===== src/rtl/packet_assembler_pkg.sv =====
// -----------------------------------------------------------------------------
// packet_assembler_pkg
// Shared definitions for the UART packet path. The transmit and receive sides
// both import this package, so they agree on the CRC-8 polynomial, its seed
// and the per-bit update.
//   - pa_state_e : receive framing FSM states
//   - CRC8_POLY  : CRC-8 generator polynomial (x^8 + x^2 + x + 1)
//   - CRC8_INIT  : CRC register seed
//   - crc8_step  : one-bit MSB-first CRC-8 update (no reflection)
// -----------------------------------------------------------------------------
package packet_assembler_pkg;

    localparam logic [7:0] CRC8_POLY = 8'h07;
    localparam logic [7:0] CRC8_INIT = 8'h00;

    typedef enum logic [2:0] {
        IDLE      = 3'd0,
        COLLECT   = 3'd1,
        AWAIT_CRC = 3'd2,
        CHECK     = 3'd3,
        DELIVER   = 3'd4
    } pa_state_e;

    // One shift of an MSB-first CRC-8: the feedback bit is the outgoing MSB
    // XORed with the incoming message bit.
    function automatic logic [7:0] crc8_step(input logic [7:0] crc_in, input logic din);
        logic fb;
        fb = crc_in[7] ^ din;
        crc8_step = {crc_in[6:0], 1'b0} ^ (fb ? CRC8_POLY : 8'h00);
    endfunction

endpackage


===== src/rtl/packet_assembler_crc8.sv =====
// -----------------------------------------------------------------------------
// crc8_serial
// Bit-serial CRC-8 engine. A start strobe loads the message and seeds the CRC
// register. After that, the engine consumes one message bit per clock, MSB
// first. After the last bit it raises done_o for exactly one cycle. While
// done_o is high, crc_o holds the final CRC.
// Ports:
//   clk, reset  : system clock, asynchronous active-high reset
//   start_i     : one-cycle strobe, loads data_i and restarts the engine
//   data_i      : message to be checked (sampled on start_i)
//   done_o      : one-cycle pulse, crc_o is final
//   crc_o       : CRC register contents
// -----------------------------------------------------------------------------
module crc8_serial
    import packet_assembler_pkg::*;
#(
    parameter int DATA_W = 48
) (
    input  logic              clk,
    input  logic              reset,
    input  logic              start_i,
    input  logic [DATA_W-1:0] data_i,
    output logic              done_o,
    output logic [7:0]        crc_o
);

    localparam int CNT_W = $clog2(DATA_W + 1);

    logic [DATA_W-1:0] shift_q, shift_d;
    logic [7:0]        crc_q,   crc_d;
    logic [CNT_W-1:0]  cnt_q,   cnt_d;
    logic              busy_q,  busy_d;
    logic              done_q,  done_d;

    // Next-state: load on start, otherwise shift one bit per cycle while busy.
    always_comb begin
        shift_d = shift_q;
        crc_d   = crc_q;
        cnt_d   = cnt_q;
        busy_d  = busy_q;
        done_d  = 1'b0;
        if (start_i) begin
            shift_d = data_i;
            crc_d   = CRC8_INIT;
            cnt_d   = CNT_W'(DATA_W);
            busy_d  = 1'b1;
        end else if (busy_q) begin
            crc_d   = crc8_step(crc_q, shift_q[DATA_W-1]);
            shift_d = {shift_q[DATA_W-2:0], 1'b0};
            cnt_d   = cnt_q - CNT_W'(1);
            // The last shift happens on this edge, so done lines up with the final CRC.
            if (cnt_q == CNT_W'(1)) begin
                busy_d = 1'b0;
                done_d = 1'b1;
            end else begin
                busy_d = 1'b1;
            end
        end else begin
            busy_d = 1'b0;
        end
    end

    // Engine state registers.
    always_ff @(posedge clk or posedge reset) begin
        if (reset) begin
            shift_q <= '0;
            crc_q   <= CRC8_INIT;
            cnt_q   <= '0;
            busy_q  <= 1'b0;
            done_q  <= 1'b0;
        end else begin
            shift_q <= shift_d;
            crc_q   <= crc_d;
            cnt_q   <= cnt_d;
            busy_q  <= busy_d;
            done_q  <= done_d;
        end
    end

    assign done_o = done_q;
    assign crc_o  = crc_q;

endmodule


===== src/rtl/packet_assembler.sv =====
// -----------------------------------------------------------------------------
// packet_assembler
// Receive-side frame builder. It takes UART bytes and assembles SEGMENT_COUNT
// payload bytes, LSB byte first, followed by one CRC-8 byte. It checks the CRC
// serially. A good payload is offered on a valid/ready port. A bad or stalled
// frame is dropped and reported with a one-cycle error pulse.
// Ports:
//   clk, reset     : system clock, asynchronous active-high reset
//   rx_data        : byte from the UART receiver
//   rx_valid       : one-cycle strobe, rx_data is new
//   msg_data       : assembled payload, stable while msg_valid is high
//   msg_valid      : payload available
//   msg_ready      : consumer accepts (transfer on msg_valid & msg_ready)
//   crc_error      : pulse, frame dropped on CRC mismatch
//   timeout_error  : pulse, frame dropped on inter-byte silence
//   overrun        : pulse, byte arrived while checking/delivering and was dropped
// -----------------------------------------------------------------------------
module packet_assembler
    import packet_assembler_pkg::*;
#(
    parameter int DATA_LENGTH    = 8,
    parameter int MESSAGE_LENGTH = 48,
    parameter int CRC_LENGTH     = 8,
    parameter int TIMEOUT_CYCLES = 100000
) (
    input  logic                      clk,
    input  logic                      reset,
    input  logic [DATA_LENGTH-1:0]    rx_data,
    input  logic                      rx_valid,
    output logic [MESSAGE_LENGTH-1:0] msg_data,
    output logic                      msg_valid,
    input  logic                      msg_ready,
    output logic                      crc_error,
    output logic                      timeout_error,
    output logic                      overrun
);

    localparam int SEGMENT_COUNT = MESSAGE_LENGTH / DATA_LENGTH;
    localparam int CNT_W         = $clog2(SEGMENT_COUNT + 1);
    localparam int TMO_W         = $clog2(TIMEOUT_CYCLES);
    localparam logic [TMO_W-1:0] TMO_LAST = TMO_W'(TIMEOUT_CYCLES - 1);
    localparam logic [CNT_W-1:0] CNT_LAST = CNT_W'(SEGMENT_COUNT - 1);

    pa_state_e                 state_q,     state_d;
    logic [MESSAGE_LENGTH-1:0] payload_q,   payload_d;
    logic [CNT_W-1:0]          byte_cnt_q,  byte_cnt_d;
    logic [TMO_W-1:0]          tmo_q,       tmo_d;
    logic [CRC_LENGTH-1:0]     crc_rx_q,    crc_rx_d;
    logic                      msg_valid_q, msg_valid_d;
    logic                      crc_err_q,   crc_err_d;
    logic                      tmo_err_q,   tmo_err_d;
    logic                      overrun_q,   overrun_d;

    logic                      wr_byte_s;
    logic                      crc_start_s;
    logic                      crc_done_s;
    logic [7:0]                crc_calc_s;

    // The payload register feeds the checker directly. It is frozen from CRC
    // start until delivery, so the checker does not need its own copy.
    crc8_serial #(
        .DATA_W (MESSAGE_LENGTH)
    ) u_crc8_serial (
        .clk     (clk),
        .reset   (reset),
        .start_i (crc_start_s),
        .data_i  (payload_q),
        .done_o  (crc_done_s),
        .crc_o   (crc_calc_s)
    );

    // Framing FSM: next state, counters and error pulses.
    always_comb begin
        state_d     = state_q;
        byte_cnt_d  = byte_cnt_q;
        tmo_d       = '0;
        crc_rx_d    = crc_rx_q;
        msg_valid_d = msg_valid_q;
        crc_err_d   = 1'b0;
        tmo_err_d   = 1'b0;
        overrun_d   = 1'b0;
        wr_byte_s   = 1'b0;
        crc_start_s = 1'b0;
        case (state_q)
            IDLE: begin
                if (rx_valid) begin
                    wr_byte_s  = 1'b1;
                    byte_cnt_d = CNT_W'(1);
                    state_d    = COLLECT;
                end else begin
                    state_d = IDLE;
                end
            end
            COLLECT: begin
                // The expiry check comes first, so a byte on the expiry edge is lost.
                if (tmo_q == TMO_LAST) begin
                    tmo_err_d  = 1'b1;
                    byte_cnt_d = '0;
                    state_d    = IDLE;
                end else if (rx_valid) begin
                    wr_byte_s  = 1'b1;
                    byte_cnt_d = byte_cnt_q + CNT_W'(1);
                    if (byte_cnt_q == CNT_LAST) begin
                        state_d = AWAIT_CRC;
                    end else begin
                        state_d = COLLECT;
                    end
                end else begin
                    tmo_d = tmo_q + TMO_W'(1);
                end
            end
            AWAIT_CRC: begin
                if (tmo_q == TMO_LAST) begin
                    tmo_err_d  = 1'b1;
                    byte_cnt_d = '0;
                    state_d    = IDLE;
                end else if (rx_valid) begin
                    crc_rx_d    = rx_data[CRC_LENGTH-1:0];
                    crc_start_s = 1'b1;
                    byte_cnt_d  = '0;
                    state_d     = CHECK;
                end else begin
                    tmo_d = tmo_q + TMO_W'(1);
                end
            end
            CHECK: begin
                overrun_d = rx_valid;
                if (crc_done_s) begin
                    if (crc_calc_s == crc_rx_q) begin
                        msg_valid_d = 1'b1;
                        state_d     = DELIVER;
                    end else begin
                        crc_err_d = 1'b1;
                        state_d   = IDLE;
                    end
                end else begin
                    state_d = CHECK;
                end
            end
            DELIVER: begin
                overrun_d = rx_valid;
                if (msg_ready) begin
                    msg_valid_d = 1'b0;
                    state_d     = IDLE;
                end else begin
                    msg_valid_d = 1'b1;
                    state_d     = DELIVER;
                end
            end
            default: begin
                msg_valid_d = 1'b0;
                byte_cnt_d  = '0;
                state_d     = IDLE;
            end
        endcase
    end

    // Payload write: the byte counter selects the byte lane, LSB byte first.
    always_comb begin
        payload_d = payload_q;
        for (int k = 0; k < SEGMENT_COUNT; k++) begin
            payload_d[k*DATA_LENGTH +: DATA_LENGTH] =
                (wr_byte_s && (byte_cnt_q == CNT_W'(k))) ? rx_data
                                                         : payload_q[k*DATA_LENGTH +: DATA_LENGTH];
        end
    end

    // State, datapath and output registers.
    always_ff @(posedge clk or posedge reset) begin
        if (reset) begin
            state_q     <= IDLE;
            payload_q   <= '0;
            byte_cnt_q  <= '0;
            tmo_q       <= '0;
            crc_rx_q    <= '0;
            msg_valid_q <= 1'b0;
            crc_err_q   <= 1'b0;
            tmo_err_q   <= 1'b0;
            overrun_q   <= 1'b0;
        end else begin
            state_q     <= state_d;
            payload_q   <= payload_d;
            byte_cnt_q  <= byte_cnt_d;
            tmo_q       <= tmo_d;
            crc_rx_q    <= crc_rx_d;
            msg_valid_q <= msg_valid_d;
            crc_err_q   <= crc_err_d;
            tmo_err_q   <= tmo_err_d;
            overrun_q   <= overrun_d;
        end
    end

    assign msg_data      = payload_q;
    assign msg_valid     = msg_valid_q;
    assign crc_error     = crc_err_q;
    assign timeout_error = tmo_err_q;
    assign overrun       = overrun_q;

endmodule


===== config.mk =====
export PLATFORM = sky130hd
export DESIGN_NAME = packet_assembler
export DESIGN_NICKNAME = d
export VERILOG_FILES = /design/src/rtl/packet_assembler_pkg.sv /design/src/rtl/packet_assembler_crc8.sv /design/src/rtl/packet_assembler.sv
export SDC_FILE = /design/constraint.sdc
export NUM_CORES = 1
export LEC_CHECK = 0
export CORE_AREA = 5 5 122 124
export CTS_CLUSTER_SIZE = 14
export DETAILED_ROUTE_END_ITERATION = 8
export DIE_AREA = 0 0 127 129
export PLACE_DENSITY_LB_ADDON = 0.05
export SLEW_MARGIN = 0
export SYNTH_ARGS = -nofsm -noshare
export SYNTH_HDL_FRONTEND = slang
export SYNTH_HIERARCHICAL = 1
export SYNTH_SLANG_ARGS = --single-unit

===== constraint.sdc =====
create_clock -name clk -period 3.5 [get_ports clk]
set_input_delay 0.7 -clock clk [delete_from_list [all_inputs] [get_ports clk]]
set_output_delay 0.7 -clock clk [all_outputs]
set_load 0.01 [all_outputs]

# Word level (Yosys, flattened, before mapping)
# Cells that the tools add are included.
[op_classes]
eq_ne = 17
mux = 46
n_reduce_logical = 16
addsub = 3
bitwise = 5
[op_table]
columns = ["operator", "n"]
rows = [
  ["$mux W48", 2],
  ["$mux W17", 3],
  ["$mux W3", 13],
  ["$mux W1", 19],
  ["$add A17 B1 Y17 const B", 1],
  ["$eq A17 B17 Y1 const B", 1],
  ["$mux W8", 2],
  ["$pmux W3 S5", 1],
  ["$eq A3 B2 Y1 const B", 4],
  ["$mux W6", 2],
  ["$pmux W3 S4", 1],
  ["$eq A3 B3 Y1 const B", 3],
  ["$eq A8 B8 Y1", 1],
  ["$xor A8 B8 Y8", 1],
  ["$eq A3 B1 Y1 const B", 2],
  ["$eq A6 B1 Y1 const B", 1],
  ["$logic_and A1 B1 Y1", 6],
  ["$logic_not A3 Y1", 2],
  ["$ne A3 B3 Y1 const B", 2],
  ["$reduce_and A3 Y1", 2],
  ["$sub A6 B1 Y6 const B", 1],
  ["$ne A2 B2 Y1 const B", 2],
  ["$reduce_and A4 Y1", 1],
  ["$reduce_or A2 Y1", 2],
  ["10 further kinds", 12],
]
[totals]
output_inout_bits = 52
regBits = 147
word_cells = 106
inputBits = 12

# Logic depth before layout (Yosys ltp)
# Gate-level depths: netlist of run 1.
[depth]
depth_word = 5
depth_mapped = 10
ltp_nobuf = 8

# Hierarchy
# The synthesis of run 1 kept the hierarchy.
[modules_own_cells]
columns = ["module", "n_inst", "area_per_inst_um2", "seq_area_each_um2", "cells_per_inst"]
rows = [
  ["packet_assembler", 1, 3779.9, 2077.0, 312],
  ["crc8_serial", 1, 2940.3, 1601.5, 275],
]

# Least setup slack after synthesis of run 1
# OpenSTA, ideal clock, no wires.
[synth_timing]
kind = "register to register"
startpoint = "register tmo_q[0]"
endpoint = "register u_crc8_serial.shift_q[10]"
slack_ns = 1.249
stages_incl_launch_ff = 11
setup_time_ns = 0.083
path_buffers = 3
required_ns = 3.417
period_less_slack_ns = 2.251
arrival_ns = 2.168
cell_sequence = "dfrtp_1 > ha_1 > and4_1 > buf_2 > nand4_1 > nand4_1 > inv_1 > buf_2 > clkbuf_1 > nand2_1 > o21ai_0"
[synth_between]
elab_chain_cells = 4
word_cells_on_any_way = 5
cone_classes = "eq/ne (1); mux (3); reduce/logical (1)"
[synth_rtl]
columns = ["element", "line_no", "rtl"]
rows = [
  ["from (decl)", "packet_assembler.sv:47", "logic [TMO_W-1:0] tmo_q, tmo_d;"],
  ["from (signal assigned)", "packet_assembler.sv:184", "tmo_q <= tmo_d;"],
  ["$eq A17 B17 Y1 *", "packet_assembler.sv:113", "if (tmo_q == TMO_LAST) begin"],
  ["$mux W1 *", "-", ""],
  ["$mux W1 *", "packet_assembler.sv:84", "case (state_q)"],
  ["net crc_start_s", "packet_assembler.sv:55", "logic crc_start_s;"],
  ["$mux W48 or $reduce_bool A2 Y1 (tied branches)", "-", ""],
  ["to (signal assigned)", "packet_assembler_crc8.sv:72", "shift_q <= shift_d;"],
  ["to (decl)", "packet_assembler_crc8.sv:29", "logic [DATA_W-1:0] shift_q, shift_d;"],
]
# The timed path passes the listed nets; every way through them passes the cells marked *.
# A chain may end at the register's enable or synchronous reset.

# Worst setup path in the final report of run 1
[layout_timing]
startpoint = "register tmo_q[0]"
endpoint = "register u_crc8_serial.done_q (netlist: u_crc8_serial/done_o)"
[layout_between]
elab_chain_cells = 4
[layout_rtl]
columns = ["element", "line_no", "rtl"]
rows = [
  ["$eq A17 B17 Y1", "packet_assembler.sv:113", ""],
  ["$mux W1", "-", ""],
  ["$mux W1", "packet_assembler.sv:84", ""],
  ["net crc_start_s", "packet_assembler.sv:55", ""],
  ["$mux W1", "packet_assembler_crc8.sv:42", "if (start_i) begin"],
  ["net u_crc8_serial.done_d", "packet_assembler_crc8.sv:33", "logic done_q, done_d;"],
  ["to (signal assigned)", "packet_assembler_crc8.sv:76", "done_q <= done_d;"],
  ["to (decl)", "packet_assembler_crc8.sv:33", ""],
]
# The timed path passes the listed nets, and every way through them passes these cells.

==> results of run 1 <==
## cells in the mapped netlist, types with 2 or more instances
master,count
sky130_fd_sc_hd__buf_6,2
sky130_fd_sc_hd__or3_1,2
sky130_fd_sc_hd__a211oi_1,3
sky130_fd_sc_hd__mux2i_1,52
sky130_fd_sc_hd__or4_1,2
sky130_fd_sc_hd__mux2_1,6
sky130_fd_sc_hd__nand3b_1,3
sky130_fd_sc_hd__clkbuf_1,12
sky130_fd_sc_hd__o211ai_2,3
sky130_fd_sc_hd__ha_1,8
sky130_fd_sc_hd__and4_1,3
sky130_fd_sc_hd__and3_1,3
sky130_fd_sc_hd__nand3_1,8
sky130_fd_sc_hd__nor2b_1,4
sky130_fd_sc_hd__nand4_1,7
sky130_fd_sc_hd__dfrtp_1,147
sky130_fd_sc_hd__a21boi_0,2
sky130_fd_sc_hd__nand2b_1,3
sky130_fd_sc_hd__a21oi_1,4
sky130_fd_sc_hd__xnor2_1,11
sky130_fd_sc_hd__buf_4,6
sky130_fd_sc_hd__mux2_2,18
sky130_fd_sc_hd__nand2_1,82
sky130_fd_sc_hd__inv_1,10
sky130_fd_sc_hd__xor2_1,17
sky130_fd_sc_hd__o2bb2ai_1,27
sky130_fd_sc_hd__mux2_4,8
sky130_fd_sc_hd__nor4_1,7
sky130_fd_sc_hd__nand4b_1,2
sky130_fd_sc_hd__nor3_1,4
sky130_fd_sc_hd__a21oi_4,2
sky130_fd_sc_hd__buf_1,2
sky130_fd_sc_hd__buf_2,11
sky130_fd_sc_hd__nor2_1,31
sky130_fd_sc_hd__o21ai_0,51
## kinds of logic after synthesis
kind of cell    after synthesis  share of synthesized area [%]
compound gates              105                           10.9
xor+xnor                     28                           3.65
fa+ha+maj                     8                           1.49
buf+inv                      45                           3.28
flops                       147                           54.7
mux                          84                           13.6
simple gates                170                           12.4
## stage by stage
step / setup WS [ns] / std cells / util [%]
detailed placement: 0.658 / 805 / 54.8
finish: 0.995 / 836 / 59.6
CTS: 1.00 / 836 / 59.6
global placement: 0.740 / 805 / 54.8
floorplan: 0.663 / 587 / -
global route: 0.725 / 836 / 59.6
## metal layers
metal,GRT usage (%),vias up,wire (µm)
met3,5.06,5,438
met1,25.9,2360,7020
met2,32.8,69,7610
met5,0,-,0
li1,-,2194,-
met4,4.35,0,74
## worst max-delay path, delay by kind of cell, from the launching register on
kind | cells | cell delay, ns
adder cells (fa/ha/maj) | 1 | 0.24
buffers and inverters | 2 | 0.38
flip-flops | 1 | 0.42
AND/OR/NAND/NOR | 6 | 1.30
## path summary, 6_finish.rpt
path                              startpoint                        end  slack [ns]
worst max register to register      tmo_q[0]       u_crc8_serial/done_o        0.99
worst max-delay path                tmo_q[0]       u_crc8_serial/done_o        0.99
max in group asynchronous              reset               msg_data[14]        2.06
worst min-delay path            msg_data[44]  u_crc8_serial/shift_q[44]        0.52
worst min register to register  msg_data[44]  u_crc8_serial/shift_q[44]        0.52
min in group asynchronous              reset  u_crc8_serial/shift_q[23]        0.71
## report_power, final
part / switching, µW / total (µW) / internal [µW]
combinational: 883 / 1930 / 1040
sequential: 586 / 2860 / 2270
clock: 677 / 1990 / 1310
total: 2150 / 6770 / 4630
## layout make-up
class | instances | share of cell area, %
Clock buffer | 21 | 5.78
Clock inverter | 10 | 2.20
Inverter | 12 | 0.569
Multi-Input combinational cell | 395 | 34.7
Sequential cell | 147 | 45.2
Tap cell | 180 | 2.77
Timing Repair Buffer | 71 | 8.79
## flip-flops by register name, indices dropped and copies added, names as in the netlist
name	cells
u_crc8_serial/cnt_q	6
msg_data	48
overrun	1
msg_valid	1
crc_error	1
byte_cnt_q	3
timeout_error	1
u_crc8_serial/busy_q	1
u_crc8_serial/crc_o	8
u_crc8_serial/done_o	1
crc_rx_q	8
state_q	3
tmo_q	17
u_crc8_serial/shift_q	48
==> flow_metrics.tcl, run 1 <==
set metrics [dict create \
    drtPass1Iterations 6 \
    ys_top_cells_by_area "sky130_fd_sc_hd__dfrtp_1, sky130_fd_sc_hd__mux2i_1, sky130_fd_sc_hd__nand2_1" \
    final_number_of_max_transition_violations 0 \
    post-route-drc-count 0 \
    ant_nets 0 \
    setup_total_negative_slack_ns 0 \
    die_area_um2 16400 \
    hpwl_um 9860 \
    setup_violations 0 \
    fillers 1148 \
    path_common_cell "sky130_fd_sc_hd__nand4_1" \
    clock_latency_ns 0.42 \
    yosysSeqAreaShare_pct 54.7 \
    number_of_drc_violations_after_detailed_routing_iteration_0 324 \
    cts_root_buf "sky130_fd_sc_hd__clkbuf_16" \
    placeableCoreArea_um2 13700 \
    synthToLayoutAreaGrowth_pct 21.1 \
    final-hold-violation-count 0 \
    cts_htree_levels 4 \
    power_uw 6770 \
    mean_area_per_synthesized_cell_um2 11.4 \
    layout-drive-gt1-share_pct 12.2 \
    postRouteWirelength_um 15100 \
    worstSetupStartpointType "flip-flop" \
    gr-usage-all-layers_pct 19.6 \
    synth_fp_nets 607 \
    power.density_nw_per_um2 832 \
    avgViaCountPerCell 5.54 \
    worstHoldPathCells 2 \
    yosys.area.top_type "sky130_fd_sc_hd__dfrtp_1" \
    synth_cells 587 \
    total_leakage_power_uw 0.00385 \
    yosys.cell_types.count 59 \
    layout_commonest_cell "sky130_fd_sc_hd__dfrtp_1" \
    placement_rows 43 \
    drv_cap 0 \
    io-pin-count 64 \
    multiInputGateArea_um2 2820 \
    globalRoute.totalOverflow 0 \
    clkSinkCount 147 \
    worstHoldPathType "reg2reg" \
    synth_top_flop_cell "sky130_fd_sc_hd__dfrtp_1" \
    peakVddDrop_uv 514 \
    clock.fmax_mhz 399 \
    synthesis.area_um2 6720 \
    grt_pass1_wl_um 25000 \
    cts_hold_buf 0 \
    layout.area.seq_um2 3680 \
    critPathArrivalTime_ns 2.77 \
    timing_worst_setup_path_type "reg2reg" \
    layout_worst_path_cycle_share_pct 71.6 \
    path_max_fanout 20 \
    tightestPinTransition_ns 1.06 \
    placedInstanceArea_um2 7490 \
    synth_enable_flop_cells 0 \
    postSynthRegisterBits 147 \
    dieHeight_um 129 \
    timing.critical_path.slowest_stage_cell "sky130_fd_sc_hd__dfrtp_1" \
    route.vias.total 4628 \
    yosysTopAreaCellShare_pct 54.7 \
    yosys_warnings 6 \
    starting_density_of_the_core_pct 49.2 \
    required_ns 3.77 \
    relative_slew_slack_pct 29.7 \
    timing.clock.skew_ns 0.00707 \
    run_status "finished, final reports clean" \
    final_area_um2 8140 \
    crit_path_max_incr_delay_ns 0.42 \
    path_clk_slew_ns 0.06 \
    clockBufferDepth 2 \
    gp_congestion 0.753 \
    cts_repair_resize_count 0 \
    path_cells "ha_1 -> and4_1 -> nand4_1 -> buf_4 -> nand4_1 -> inv_2 -> nor2_1 -> nand3b_1 -> nor4_1" \
    cts_inserted_buffers 17 \
    post_cts.repair.setup_buffers 0 \
    port-buffer-count 63 \
    fin_worst_hold_slack_ns 0.521 \
    diode_insertion_count_for_antenna_repair 0 \
    final_period_minus_worst_setup_slack_ns 2.51 \
    grt_max_degree 69 \
    layout.nets 664 \
    mostFrequentLayoutCells "sky130_fd_sc_hd__dfrtp_1, sky130_fd_sc_hd__nand2_1, sky130_fd_sc_hd__clkdlybuf4s50_1" \
    initial_antenna_violation_count 0 \
    synth-async-reset-ratio_pct 100 \
    vias_in_the_first_global_route 4758 \
    rsz0062_at_grt "no" \
    tritoncts "built" \
    setup.worst_path.end_class "flip-flop" \
    die_wd_um 127 \
    r2r.worst_path.cells 9 \
    wire_per_inst_um 18.1 \
]
(Power assumes the default switching activity.)
==> inputs of run 2 (changes only) <==
==> constraint.sdc (replaced) <==
create_clock -name clk -period 2.1 [get_ports clk]
set_input_delay 0.42 -clock clk [delete_from_list [all_inputs] [get_ports clk]]
set_output_delay 0.42 -clock clk [all_outputs]
set_load 0.01 [all_outputs]
==> flow_metrics.tcl, run 2 (synthesized netlist as in run 1, its figures left out) <==
set metrics [dict create \
    run_status "finished, final reports clean" \
    setup.worst_path.end_class "flip-flop" \
    globalRoute.totalOverflow 0 \
    path_common_cell "sky130_fd_sc_hd__nand4_1" \
    crit_path_start "tmo_q[12]" \
    number_of_gates_on_the_worst_path_with_buffers_counted 9 \
    required_ns 2.40 \
    path_max_fanout 12 \
    hpwl_um 10700 \
    final_period_minus_worst_setup_slack_ns 2.02 \
    ant_nets 0 \
    clkSinkCount 147 \
    total_leakage_power_uw 0.00406 \
    r2r.worst_path.cells 9 \
    r2r-end "u_crc8_serial/busy_q" \
    clock_latency_ns 0.42 \
    critical_path.top_delay_family "simple AND/OR/NAND/NOR gates" \
    timing_worst_setup_path_type "reg2reg" \
    layout-drive-gt1-share_pct 17.7 \
    path_clk_slew_ns 0.06 \
    crit-reg2reg-launch "tmo_q[12]" \
    gr-usage-all-layers_pct 19.6 \
    cts_root_buf "sky130_fd_sc_hd__clkbuf_16" \
    synthToLayoutAreaGrowth_pct 26.8 \
    timing.clock.skew_ns 0.00733 \
    gp_congestion 0.804 \
    crit_path_max_incr_delay_ns 0.40 \
    io-pin-count 64 \
    placeableCoreArea_um2 13700 \
    port-buffer-count 63 \
    drtPass1Iterations 5 \
    critPathArrivalTime_ns 2.32 \
    initial_antenna_violation_count 0 \
    layout.cells.non_filler 876 \
    fillers 1141 \
    grt_pass1_wl_um 25300 \
    number_of_drc_violations_after_detailed_routing_iteration_0 255 \
    clock.fmax_mhz 495 \
    power_uw 11300 \
    grt_max_degree 58 \
    peakVddDrop_uv 678 \
    path_cells "nor4b_4 -> buf_4 -> nand4_1 -> nand4_1 -> inv_2 -> buf_12 -> nor2_4 -> nand3b_1 -> o32a_1" \
    tritoncts "built" \
    die_wd_um 127 \
    layout.area.seq_um2 3680 \
    setup_violations 0 \
    tightestPinTransition_ns 0.554 \
    timing.critical_path.slowest_stage_cell "sky130_fd_sc_hd__dfrtp_1" \
    avgViaCountPerCell 5.42 \
    power.density_nw_per_um2 1330 \
    cts_inserted_buffers 17 \
    relative_slew_slack_pct 62.8 \
    layout_worst_path_cycle_share_pct 96.1 \
    final-hold-violation-count 0 \
    diode_insertion_count_for_antenna_repair 0 \
    multiInputGateArea_um2 2860 \
    die_area_um2 16400 \
    layout_commonest_cell "sky130_fd_sc_hd__dfrtp_1" \
    worstHoldPathType "in2async" \
    route.vias.total 4750 \
    rsz0062_at_grt "yes" \
    number_of_buffers_and_inverters_on_the_critical_path 3 \
    placement_rows 43 \
    clockBufferDepth 2 \
    placed_cells_incl_taps 840 \
    wire_per_inst_um 17.6 \
    vias_in_the_first_global_route 4930 \
    mostFrequentLayoutCells "sky130_fd_sc_hd__dfrtp_1, sky130_fd_sc_hd__nand2_1, sky130_fd_sc_hd__clkdlybuf4s50_1" \
    cts_htree_levels 4 \
    postRouteWirelength_um 15400 \
    dieHeight_um 129 \
    final_number_of_max_transition_violations 0 \
    layout.nets 704 \
    worstSetupStartpointType "flip-flop" \
    post-route-drc-count 0 \
    starting_density_of_the_core_pct 49.2 \
    drv_cap 0 \
    ff2ff_setup_slack_ns 0.08 \
]
==> run 2: cell count changes in the layout (fill, tap and decap cells not counted), moves of 2 or more <==
cell	delta
sky130_fd_sc_hd__clkbuf_1	+2
sky130_fd_sc_hd__clkinv_2	-3
sky130_fd_sc_hd__buf_4	+31
sky130_fd_sc_hd__clkinvlp_4	+4
sky130_fd_sc_hd__buf_12	+9
sky130_fd_sc_hd__bufinv_16	-3
==> run 2: worst reg2reg max path, delay by kind of cell, from the launching register on <==
| family | cells | cell delay [ns] |
|---|---|---|
| simple gates | 5 | 0.80 |
| flops | 1 | 0.40 |
| buf+inv | 3 | 0.36 |
| compound gates | 1 | 0.34 |
==> run 2: routing by layer <==
metal  GRT usage [%]  vias to the layer above  part of all wire, %
met4            6.69                        0                  1.3
met3            4.11                       17                  2.9
met1            25.5                     2383                   45
met2            33.0                       79                   50
li1                -                     2271                    -
met5               0                        -                    0
==> run 2: final cells by class <==
class	instances	area share, %
sequential	147	43.2
multi-input combinational	395	33.5
timing repair buffer	111	13.2
clock buffer	23	5.61
tap	180	2.64
clock inverter	8	1.19
inverter	12	0.573
==> run 2: where the power goes <==
part / total [µW] / internal [µW] / switching (µW)
Clock: 2970 / 1840 / 1140
Combinational: 3730 / 2010 / 1720
Sequential: 4610 / 3790 / 822
==> run 2: worst max-delay path by stage <==
stage | end | slack (ns)
after floorplan | u_crc8_serial/crc_o[0] | 0.004
after global placement | msg_data[38] | -0.10
after detailed placement | msg_data[35] | -0.15
after CTS | u_crc8_serial/crc_o[2] | 0.05
after global routing | u_crc8_serial/busy_q | -0.03
final | u_crc8_serial/busy_q | 0.08
==> run 2: timing repair <==
action / in CTS / in global routing
resized for setup: 1 / 6
buffers inserted: 0 / 5
hold buffers: 0 / 0
pin swaps: 0 / 5
endpoints found under the setup margin: 3 / 13
==> run 2: metrics by stage <==
step / TNS, ns / hold WS, ns / setup slack (ns) / cell area, µm² / util (%)
6_report: 0 / 0.419 / 0.0811 / 8520 / 62.4
4_1_cts: 0 / 0.416 / 0.0453 / 8450 / 61.9
2_1_floorplan: 0 / 0.474 / 0.00400 / 6740 / -
3_5_place_dp: -1.62 / 0.508 / -0.148 / 7870 / 57.6
3_3_place_gp: -0.983 / 0.504 / -0.104 / 7870 / 57.6
5_1_grt: -0.0721 / 0.452 / -0.0311 / 8520 / 62.4
